### config.mk
export PLATFORM = sky130hd
export DESIGN_NAME = pipe_stage_chain
export DESIGN_NICKNAME = d
export VERILOG_FILES = /design/src/rtl/pipe_stage_chain.sv
export SDC_FILE = /design/constraint.sdc
export NUM_CORES = 1
export LEC_CHECK = 0
export ABC_AREA = 0
export BUFFER_PORTS_ARGS = -buffer_cell sky130_fd_sc_hd__buf_2
export CORE_MARGIN = 1.5
export CORE_UTILIZATION = 35
export DETAILED_ROUTE_END_ITERATION = 6
export PLACE_DENSITY = 0.6
export SYNTH_ARGS = -nofsm -noshare
export SYNTH_HDL_FRONTEND = slang
export SYNTH_SLANG_ARGS = --single-unit
### constraint.sdc
create_clock -name clk -period 2.4 [get_ports clk]
set_clock_uncertainty 0.15 [all_clocks]
set_input_delay 0.24 -clock clk [delete_from_list [all_inputs] [get_ports clk]]
set_output_delay 0.24 -clock clk [all_outputs]
set_load 0.02 [all_outputs]
### src/rtl/pipe_stage_chain.sv
// Elastic valid/ready register chain with per-slot flush,
// bubble squeeze, occupancy and saturating stall monitor.
//
// Ports:
//   clk, reset (async, active-low)
//   in_valid/in_data/in_ready    : upstream handshake into slot 0
//   out_valid/out_data/out_ready : downstream handshake from last slot
//   flush[STAGES]                : squash slot i (slot 0 = youngest)
//   occupancy                    : registered count of valid slots
//   stall_cnt, stall_clr         : saturating stall-cycle counter
module pipe_stage_chain #(
  parameter int WIDTH  = 64,
  parameter int STAGES = 3,
  parameter int CNT_W  = 16
) (
  input  logic                        clk,
  input  logic                        reset,
  input  logic                        in_valid,
  input  logic [WIDTH-1:0]            in_data,
  output logic                        in_ready,
  output logic                        out_valid,
  output logic [WIDTH-1:0]            out_data,
  input  logic                        out_ready,
  input  logic [STAGES-1:0]           flush,
  output logic [$clog2(STAGES+1)-1:0] occupancy,
  output logic [CNT_W-1:0]            stall_cnt,
  input  logic                        stall_clr
);

  localparam int OW = $clog2(STAGES+1);

  logic [STAGES-1:0] v;
  logic [STAGES-1:0] ev;
  logic [STAGES-1:0] nv;
  logic [STAGES-1:0] rdy;
  logic [STAGES-1:0] src_v;
  logic [STAGES-1:0] ld;
  logic [WIDTH-1:0]  d     [STAGES];
  logic [WIDTH-1:0]  src_d [STAGES];
  logic [OW-1:0]     nocc;

  assign ev = v & ~flush;

  // Ripple from the output back: a slot is ready when it is
  // effectively empty or everything downstream of it moves.
  always_comb begin : ready_chain
    logic r;
    r   = out_ready;
    rdy = '0;
    for (int i = STAGES-1; i >= 0; i--) begin
      r      = ~ev[i] | r;
      rdy[i] = r;
    end
  end

  always_comb begin
    src_v    = '0;
    src_v[0] = in_valid;
    src_d[0] = in_data;
    for (int i = 1; i < STAGES; i++) begin
      src_v[i] = ev[i-1];
      src_d[i] = d[i-1];
    end
  end

  // A held slot is always effectively valid, so v[i] is the
  // correct hold value even when flush is asserted elsewhere.
  always_comb begin
    nv   = '0;
    ld   = '0;
    nocc = '0;
    for (int i = 0; i < STAGES; i++) begin
      nv[i] = rdy[i] ? src_v[i] : v[i];
      ld[i] = rdy[i] & src_v[i];
      nocc  = nocc + OW'(nv[i]);
    end
  end

  always_ff @(posedge clk or negedge reset) begin
    if (!reset) begin
      v         <= '0;
      occupancy <= '0;
      for (int i = 0; i < STAGES; i++)
        d[i] <= '0;
    end else begin
      v         <= nv;
      occupancy <= nocc;
      for (int i = 0; i < STAGES; i++)
        if (ld[i]) d[i] <= src_d[i];
    end
  end

  always_ff @(posedge clk or negedge reset) begin
    if (!reset)
      stall_cnt <= '0;
    else if (stall_clr)
      stall_cnt <= '0;
    else if (out_valid && !out_ready &&
             stall_cnt != {CNT_W{1'b1}})
      stall_cnt <= stall_cnt + 1'b1;
  end

  assign in_ready  = rdy[0];
  assign out_valid = ev[STAGES-1];
  assign out_data  = d[STAGES-1];

endmodule

==> results of run 1 <==
-- logic make-up after synthesis --
kind of cell    share of synthesized area, %
compound gates                         1.826
fa+ha+maj                             0.3767
buf+inv                                6.753
simple gates                           3.884
mux                                    25.43
flops                                  61.73
-- worst min-delay path by stage --
stage / slack [ns] / startpoint / to / cells past startpoint
floorplan: -0.21 / reset / d[100]$_DFFE_PN0P_ / 0
global placement: 0.09 / reset / d[190]$_DFFE_PN0P_ / 1
detailed placement: 0.10 / reset / out_data[62]$_DFFE_PN0P_ / 1
CTS: 0.05 / flush[2] / stall_cnt[1]$_DFFE_PN0P_ / 5
global route: 0.09 / flush[2] / stall_cnt[1]$_DFFE_PN0P_ / 5
finish: 0.07 / flush[2] / stall_cnt[1]$_DFFE_PN0P_ / 5
-- routing by layer --
metal	wire length [microns]	global-route usage, %	up-vias
met5	0	0	-
met4	342	4.248	0
met3	789	2.390	28
met2	9118	25.08	118
met1	7621	17.68	2656
li1	-	-	2365
-- power groups by stage --
stage / Clock [mW] / Sequential [mW] / Combinational, mW
floorplan: 0 / 4.58 / 1.73
global placement: 0 / 4.66 / 1.85
detailed placement: 0 / 4.71 / 1.90
CTS: 3.75 / 4.65 / 1.99
global route: 3.91 / 4.74 / 2.09
finish: 3.63 / 4.64 / 1.95
-- state kept, by name, indices dropped and copies added (netlist names) --
signal     cells
v              3
stall_cnt     16
out_data      64
occupancy      2
d            128
-- stage by stage --
step | area, sq um | util, % | setup TNS (ns) | hold WS, ns
CTS | 11040 | 45.51 | 0 | 0.04938
global placement | 9543 | 39.36 | -1.631 | 0.09364
finish | 11040 | 45.54 | 0 | 0.07388
global route | 11040 | 45.54 | 0 | 0.08674
detailed placement | 9543 | 39.36 | -1.877 | 0.1012
floorplan | 8635 | - | 0 | -0.2056
-- synthesized netlist by cell type (3+ instances only) --
master | number | area share (%)
nand2_1 | 8 | 0.35
o31ai_1 | 8 | 0.70
nand2b_1 | 3 | 0.22
nor2b_1 | 4 | 0.29
mux2_2 | 195 | 25
or4_1 | 10 | 0.87
nor2_1 | 7 | 0.30
nor4_1 | 3 | 0.22
clkbuf_1 | 16 | 0.70
o21ai_0 | 5 | 0.29
buf_2 | 6 | 0.35
dfrtp_1 | 213 | 62
or3_1 | 3 | 0.22
nand3_1 | 8 | 0.46
nand4_1 | 4 | 0.29
buf_4 | 64 | 5.6
a21oi_1 | 13 | 0.75
-- layout make-up --
| cell class | count | area (sq um) |
|---|---|---|
| fill | 2173 | 13210 |
| sequential | 213 | 5330 |
| multi-input combinational | 283 | 2759 |
| timing repair buffer | 243 | 1747 |
| clock buffer | 35 | 671.9 |
| tap | 324 | 405.4 |
| clock inverter | 9 | 125.1 |
| inverter | 1 | 3.754 |
-- layout by cell type, fill, tap and decap left out, types with 2 or more instances in the layout --
cell | Yosys | routed
dfrtp_1 | 213 | 213
mux2_2 | 195 | 195
buf_2 | 6 | 153
dlygate4sd3_1 | 0 | 68
clkbuf_16 | 0 | 24
a21oi_1 | 13 | 13
buf_4 | 64 | 10
buf_12 | 0 | 10
or4_1 | 10 | 9
nand3_1 | 8 | 8
o31ai_1 | 8 | 8
clkbuf_1 | 16 | 8
nand2_1 | 8 | 7
o21ai_0 | 5 | 5
nor2_1 | 7 | 5
nor2b_1 | 4 | 4
nand4_1 | 4 | 4
clkinv_2 | 0 | 4
clkbuf_8 | 0 | 4
nand2b_1 | 3 | 3
nor4_1 | 3 | 3
nor2_4 | 0 | 2
and4_1 | 2 | 2
or2_2 | 2 | 2
or3_1 | 3 | 2
nor3_1 | 2 | 2
bufinv_16 | 0 | 2
clkinvlp_4 | 0 | 2
-- tightest hold or removal path, cell delays in order --
cell     delay [ns]
buf_2          0.09
nor2b_1        0.04
nor2b_1        0.17
nand3_1        0.09
a21oi_1        0.06
-- timing repair --
item                       in CTS  in global routing
pin swaps                       1                  0
setup buffers                   0                  0
gates resized for setup         2                  2
cloned                          1                  0
setup endpoints to repair      32                  1
hold endpoints to repair      220                  0
hold buffers                   68                  0
==> flow_summary.ini, run 1 <==
[logic_synthesis]
synthCells = 584
synth_area_sq_mm = 0.008635
ys_ff_latch = 213
syn_nets = 658
synth_edf_count = 0
avgSynthCellArea_sq_um = 14.79
ys.flop_type = dfrtp_1
ys_async_sr_fraction_pct = 100.0
synth_warnings = 0
yosysSeqAreaShare_pct = 61.73
synth_cell_types = 28

[timing]
finalHoldViolCount = 0
min_period_over_period_pct = 99.13
min_period_ns = 2.379
relSlewSlack_pct = 37.56
finalSetupViolations = 0
fmax_ghz = 0.4203
drv_slew = 0
rsz0062_at_grt = false
worst_pin_slew_ns = 0.9355
worst_slack_ns = 0.02081

[critical_path]
reg2reg_from = v[2]$_DFF_PN0_
crit_end = stall_cnt[9]$_DFFE_PN0P_
path_delay_family = simple AND/OR/NAND/NOR gates
regToRegSetupSlack_ns = 0.07
crit_cells = 7
critPathMaxStageDelay_ns = 0.58
end_kind = register
path_cells = dlygate4sd3_1 -> buf_2 -> or3b_4 -> buf_4 -> or4_4 -> or4_1 -> a21oi_1
path_class = in -> reg
cp.buffers_inverters = 3
critPathRequiredTime_ns = 2.68
cp_slowest_cell = or4_4
cp_max_fo = 8
worst-r2r-cell-count = 5
r2r-end = stall_cnt[9]$_DFFE_PN0P_
cp-startpoint = out_ready
arrival_ns = 2.66
cp-start-kind = input port

[pwr]
p_int_mw = 7.405
seqPwrFrac_pct = 45.4
switching_share_pct = 27.57
clkPwrFrac_pct = 35.5
p_leak_nw = 4.890
vdd_ir_drop_max_mv = 0.5471
power_frac_comb_pct = 19.1
powerDensity_mw_per_mm2 = 925.8
power_mw = 10.22
p_sw_mw = 2.818

[clock_tree]
worst_setup_hold_path_clk_slew_ns = 0.06
cts_buffers = 24
clockRootBuffer = clkbuf_16
htreeDepth = 1
clock-sinks = 213
worst_skew_pair.late_latency_ns = 0.53
cts_tree = done
cts_buffer_depth = 3

[layout]
insertedDiodeCount = 0
final_cells = 1108
layout-drive-gt1-share_pct = 52.93
nets = 840
syn_to_final_growth_pct = 27.88

[global_routing]
grt-ovfl-total = 0
antenna_found_initial = 0
grtUsageTotal_pct = 14.16
grt_pass1_wl_microns = 29450
grt_max_degree = 56
grt_pass1_vias = 5639

[drt]
first_iter_violations = 225
via_per_inst = 4.663
postRouteAntennaNets = 0
routed_wl_microns = 17870
wl_per_cell_microns = 16.13
drc = 0
via_count = 5167
drt-pass1-iter-count = 4

[die]
std_cell_rows = 57
die-height_microns = 160.1
dieArea_sq_mm = 0.02562
coreArea_sq_mm = 0.02425
die_w_microns = 160.1
start_util_pct = 35.61
pin_count = 156

[run_status]
outcome = finished clean

[placement]
portBuffers = 155
dp_hpwl_microns = 11740
routabilityCongestion = 0.7609
dp_slack_ns = -0.1069
place_inst = 995

[run]
drv_cap = 0

[hold_path]
hp-class = in -> reg
(Power assumes the default switching activity.)
==> run 2, diff against run 1 <==
ABC_CLOCK_PERIOD_IN_PS = 2000   (was unset)
PLACE_DENSITY = 0.62   (was 0.6)
clock period = 2 ns   (was 2.4 ns; I/O delays follow)
==> flow_summary.ini, run 2 (synthesized netlist as in run 1, its figures left out) <==
[timing]
min_period_ns = 2.149
worst_pin_slew_ns = 0.4784
rsz0062_at_grt = true
finalSetupViolations = 75
finalHoldViolCount = 0
relSlewSlack_pct = 68.11
worst_slack_ns = -0.1493
drv_slew = 0
fin_setup_tns_ns = -5.680
min_period_over_period_pct = 107.5
fmax_ghz = 0.4653

[run]
drv_cap = 0

[die]
start_util_pct = 35.61
die_w_microns = 160.1
std_cell_rows = 57
pin_count = 156
die-height_microns = 160.1
dieArea_sq_mm = 0.02562
coreArea_sq_mm = 0.02425

[critical_path]
cp_max_fo = 12
r2r-end = d[175]$_DFFE_PN0P_
regToRegSetupSlack_ns = -0.15
worst-r2r-cell-count = 6
reg2reg_from = v[2]$_DFF_PN0_
critPathRequiredTime_ns = 2.25
arrival_ns = 2.40
end_kind = register
cp-startpoint = v[2]$_DFF_PN0_
cp-start-kind = register
path_class = reg -> reg

[pwr]
vdd_ir_drop_max_mv = 0.7168
powerDensity_mw_per_mm2 = 1034
p_leak_nw = 5.404
power_mw = 12.20

[drt]
postRouteAntennaNets = 0
via_count = 5346
wl_per_cell_microns = 15.92
drt-pass1-iter-count = 4
first_iter_violations = 208
routed_wl_microns = 18370
via_per_inst = 4.633
drc = 0

[clock_tree]
worst_skew_pair.late_latency_ns = 0.51
cts_buffers = 24
worst_setup_hold_path_clk_slew_ns = 0.06
htreeDepth = 1
cts_tree = done
cts_buffer_depth = 3
clock-sinks = 213
clockRootBuffer = clkbuf_16

[placement]
dpl_cell_area_sq_mm = 0.009889
routabilityCongestion = 0.7985
portBuffers = 155
dp_slack_ns = -0.1227
dp_hpwl_microns = 11710

[layout]
fin_util_pct = 48.66
insertedDiodeCount = 0
nets = 886
largest_reg_flops = 128
syn_to_final_growth_pct = 36.66
finalInstanceArea_sq_mm = 0.01180
final_common_cell = dfrtp_1
final_cell_mix = 210 x dfrtp_1, 155 x mux2_2, 153 x buf_2
layout-drive-gt1-share_pct = 57.83
top_register = d

[global_routing]
grt-ovfl-total = 0
grtUsageTotal_pct = 14.29
grt_pass1_vias = 5726
antenna_found_initial = 0
grt_max_degree = 54
grt_pass1_wl_microns = 29930

[hold_path]
holdPathStages = 4
min_from = flush[1]
hp-class = in -> reg
hold_end = v[2]$_DFF_PN0_

[run_status]
outcome = finished, violations left
violations = negative setup slack
==> run 2: cell types whose count changed in the layout (fill, tap and decap cells not counted), moves of 4 or more <==
cell | before | now
a21oi_1 | 13 | 9
a21oi_2 | 0 | 4
buf_12 | 10 | 17
buf_4 | 10 | 42
clkinv_2 | 4 | 9
mux2_2 | 195 | 155
mux2_4 | 0 | 40
==> run 2: how the worst max path moves through the flow <==
stage                                     endpoint  slack [ns]  cells after the start
after global routing            d[172]$_DFFE_PN0P_       -0.18                      6
after floorplan           stall_cnt[9]$_DFFE_PN0P_       -0.11                      5
after detailed placement  stall_cnt[9]$_DFFE_PN0P_       -0.12                      5
final                           d[175]$_DFFE_PN0P_       -0.15                      6
after CTS                                 in_ready       -0.16                      3
after global placement    stall_cnt[9]$_DFFE_PN0P_        -0.1                      5
==> run 2: repair_timing <==
item                       CTS  global route
setup buffers                4             4
cloned                       3             2
hold buffers                68             0
pin swaps                    0             7
resized for setup           33            44
setup endpoints to repair  119           119
hold endpoints to repair   291             0
==> run 2: layer usage <==
metal	up-vias	global-route usage, %	routed length (microns)
met5	-	0	0
met4	0	3.101	361
met3	26	4.104	1257
met2	142	22.25	8226
met1	2716	19.83	8529
li1	2462	-	-
==> run 2: power by group <==
part           switching (mW)  total (mW)  internal [mW]
clock network            1.73        4.15           2.42
registers               0.404        5.55           5.14
logic                    1.24        2.50           1.26
==> run 2: worst max-delay path, cell delays in order (launching register included) <==
cell and delay (ns):
dfrtp_1 0.33, or3b_4 0.40, or3_4 0.38, nand2_8 0.12
buf_12 0.15, buf_16 0.16, mux2_2 0.34
==> run 2: per-stage QoR <==
step                instances  hold slack, ns
floorplan                 584         -0.2456
global placement         1031         0.05671
detailed placement       1031         0.05599
CTS                      1150        0.005170
global route             1154         0.06800
finish                   1154         0.05656
==> run 2: cell type report <==
cell class                 count  area, sq um
multi-input combinational    282         2998
inverter                       1        3.754
fill                        2140        12450
tap                          324        405.4
clock buffer                  31        646.9
clock inverter                13        107.6
sequential                   213         5334
timing repair buffer         290         2305
==> run 3, diff against run 2 <==
CORE_ASPECT_RATIO = 1.4   (was unset)
SKIP_CTS_REPAIR_TIMING = 1   (was unset)
==> flow_summary.ini, run 3 (synthesized netlist as in run 1, its figures left out) <==
[critical_path]
cp_max_fo = 3
critPathRequiredTime_ns = 1.65
worst-r2r-cell-count = 5
cp-startpoint = v[2]$_DFF_PN0_
crit_end = in_ready
r2r-end = stall_cnt[9]$_DFFE_PN0P_
cp-start-kind = register
reg2reg_from = v[2]$_DFF_PN0_
end_kind = primary output
regToRegSetupSlack_ns = -0.22
arrival_ns = 1.91
path_class = reg -> out

[timing]
min_period_ns = 2.259
finalSetupViolations = 108
drv_slew = 0
fin_setup_tns_ns = -12.48
min_period_over_period_pct = 113.0
relSlewSlack_pct = 60.91
finalHoldViolCount = 0
worst_pin_slew_ns = 0.5863
rsz0062_at_grt = true
hold-worst-slack_ns = 0.06531
worst_slack_ns = -0.2593
fmax_ghz = 0.4426

[layout]
final_common_cell = dfrtp_1
top_register = d
layout-drive-gt1-share_pct = 57.65
insertedDiodeCount = 0
final_cell_mix = 210 x dfrtp_1, 153 x buf_2, 147 x mux2_2
seq_area_sq_mm = 0.005334
multi_input_area_sq_mm = 0.003068
syn_to_final_growth_pct = 37.07
nets = 884
n_fill_cell = 2075
largest_reg_flops = 128
final_cells = 1134

[clock_tree]
clock-sinks = 213
worst_skew_pair.late_latency_ns = 0.50
worst_setup_hold_path_clk_slew_ns = 0.06
cts_buffers = 22
htreeDepth = 1
clockRootBuffer = clkbuf_16
cts_tree = done
cts_buffer_depth = 3

[die]
std_cell_rows = 67
die-height_microns = 188.8
coreArea_sq_mm = 0.02406
start_util_pct = 35.89
pin_count = 156
dieArea_sq_mm = 0.02563
die_w_microns = 135.7

[placement]
portBuffers = 155
dp_hpwl_microns = 11580
routabilityCongestion = 0.8078
place_inst = 1010
dp_slack_ns = -0.1275

[global_routing]
grt_pass1_vias = 5302
grt_pass1_wl_microns = 27430
grtUsageTotal_pct = 13.46
grt_max_degree = 63
grt-ovfl-total = 0
antenna_found_initial = 0

[drt]
via_per_inst = 4.763
wl_per_cell_microns = 17.31
routed_wl_microns = 19630
first_iter_violations = 147
drc = 0
postRouteAntennaNets = 0
via_count = 5401
drt-pass1-iter-count = 4

[pwr]
powerDensity_mw_per_mm2 = 1026
p_leak_nw = 5.428
vdd_ir_drop_max_mv = 0.8543

[run_status]
outcome = finished, violations left
violations = negative setup slack

[hold_path]
holdPathStages = 2
hp-class = in -> reg

[run]
drv_cap = 0
==> run 3: changes by cell type in the layout (fill, tap and decap cells not counted), moves of 5 or more <==
cell	before	now
clkbuf_16	25	30
mux2_2	155	147
mux2_4	40	48
buf_6	3	8
clkinv_2	9	2
buf_4	42	34
==> run 3: per-layer routing <==
metal  part of all wire (%)  up-vias  routed length (microns)  track usage (%)
li1                       -     2462                        -                -
met1                     42     2795                     8273            15.93
met2                     52      121                    10130            24.25
met3                    4.5       23                      877            2.852
met4                    1.8        0                      354            3.888
met5                      0        -                        0                0
==> run 3: cell type report <==
| cell class | instances | area share [%] |
|---|---|---|
| flip-flops and latches | 213 | 45.07 |
| clock buffers | 34 | 5.719 |
| clock inverters | 4 | 0.4123 |
| repair buffers | 288 | 19.57 |
| inverters | 1 | 0.03172 |
| multi-input cells | 284 | 25.92 |
| well taps | 310 | 3.277 |
==> run 3: worst min-delay path by stage <==
stage	to	slack (ns)	from
after global routing	v[0]$_DFF_PN0_	0.05	in_valid
final	v[0]$_DFF_PN0_	0.07	in_valid
after CTS	out_data[15]$_DFFE_PN0P_	-0.42	reset
after detailed placement	out_data[15]$_DFFE_PN0P_	0.11	reset
after floorplan	d[100]$_DFFE_PN0P_	-0.25	reset
after global placement	out_data[15]$_DFFE_PN0P_	0.10	reset
==> run 3: critical path, cell delays in order, from the launching register on <==
cell and delay [ns]:
dfrtp_1 0.33, or3b_4 0.39, or3_4 0.43, buf_6 0.14, buf_6 0.12
==> run 3: through the flow <==
stage / util [%] / cell area [sq um] / power, mW
6_report: 49.19 / 11840 / 12.15
5_1_grt: 49.19 / 11840 / 12.76
4_1_cts: 43.78 / 10530 / 12.08
3_5_place_dp: 40.76 / 9807 / 7.911
3_3_place_gp: 40.76 / 9807 / 7.839
2_1_floorplan: - / 8712 / 7.582
==> run 3: power by group <==
part	switching, mW	internal (mW)
clock	1.64	2.45
combinational	1.24	1.26
sequential	0.413	5.14
total	3.29	8.85
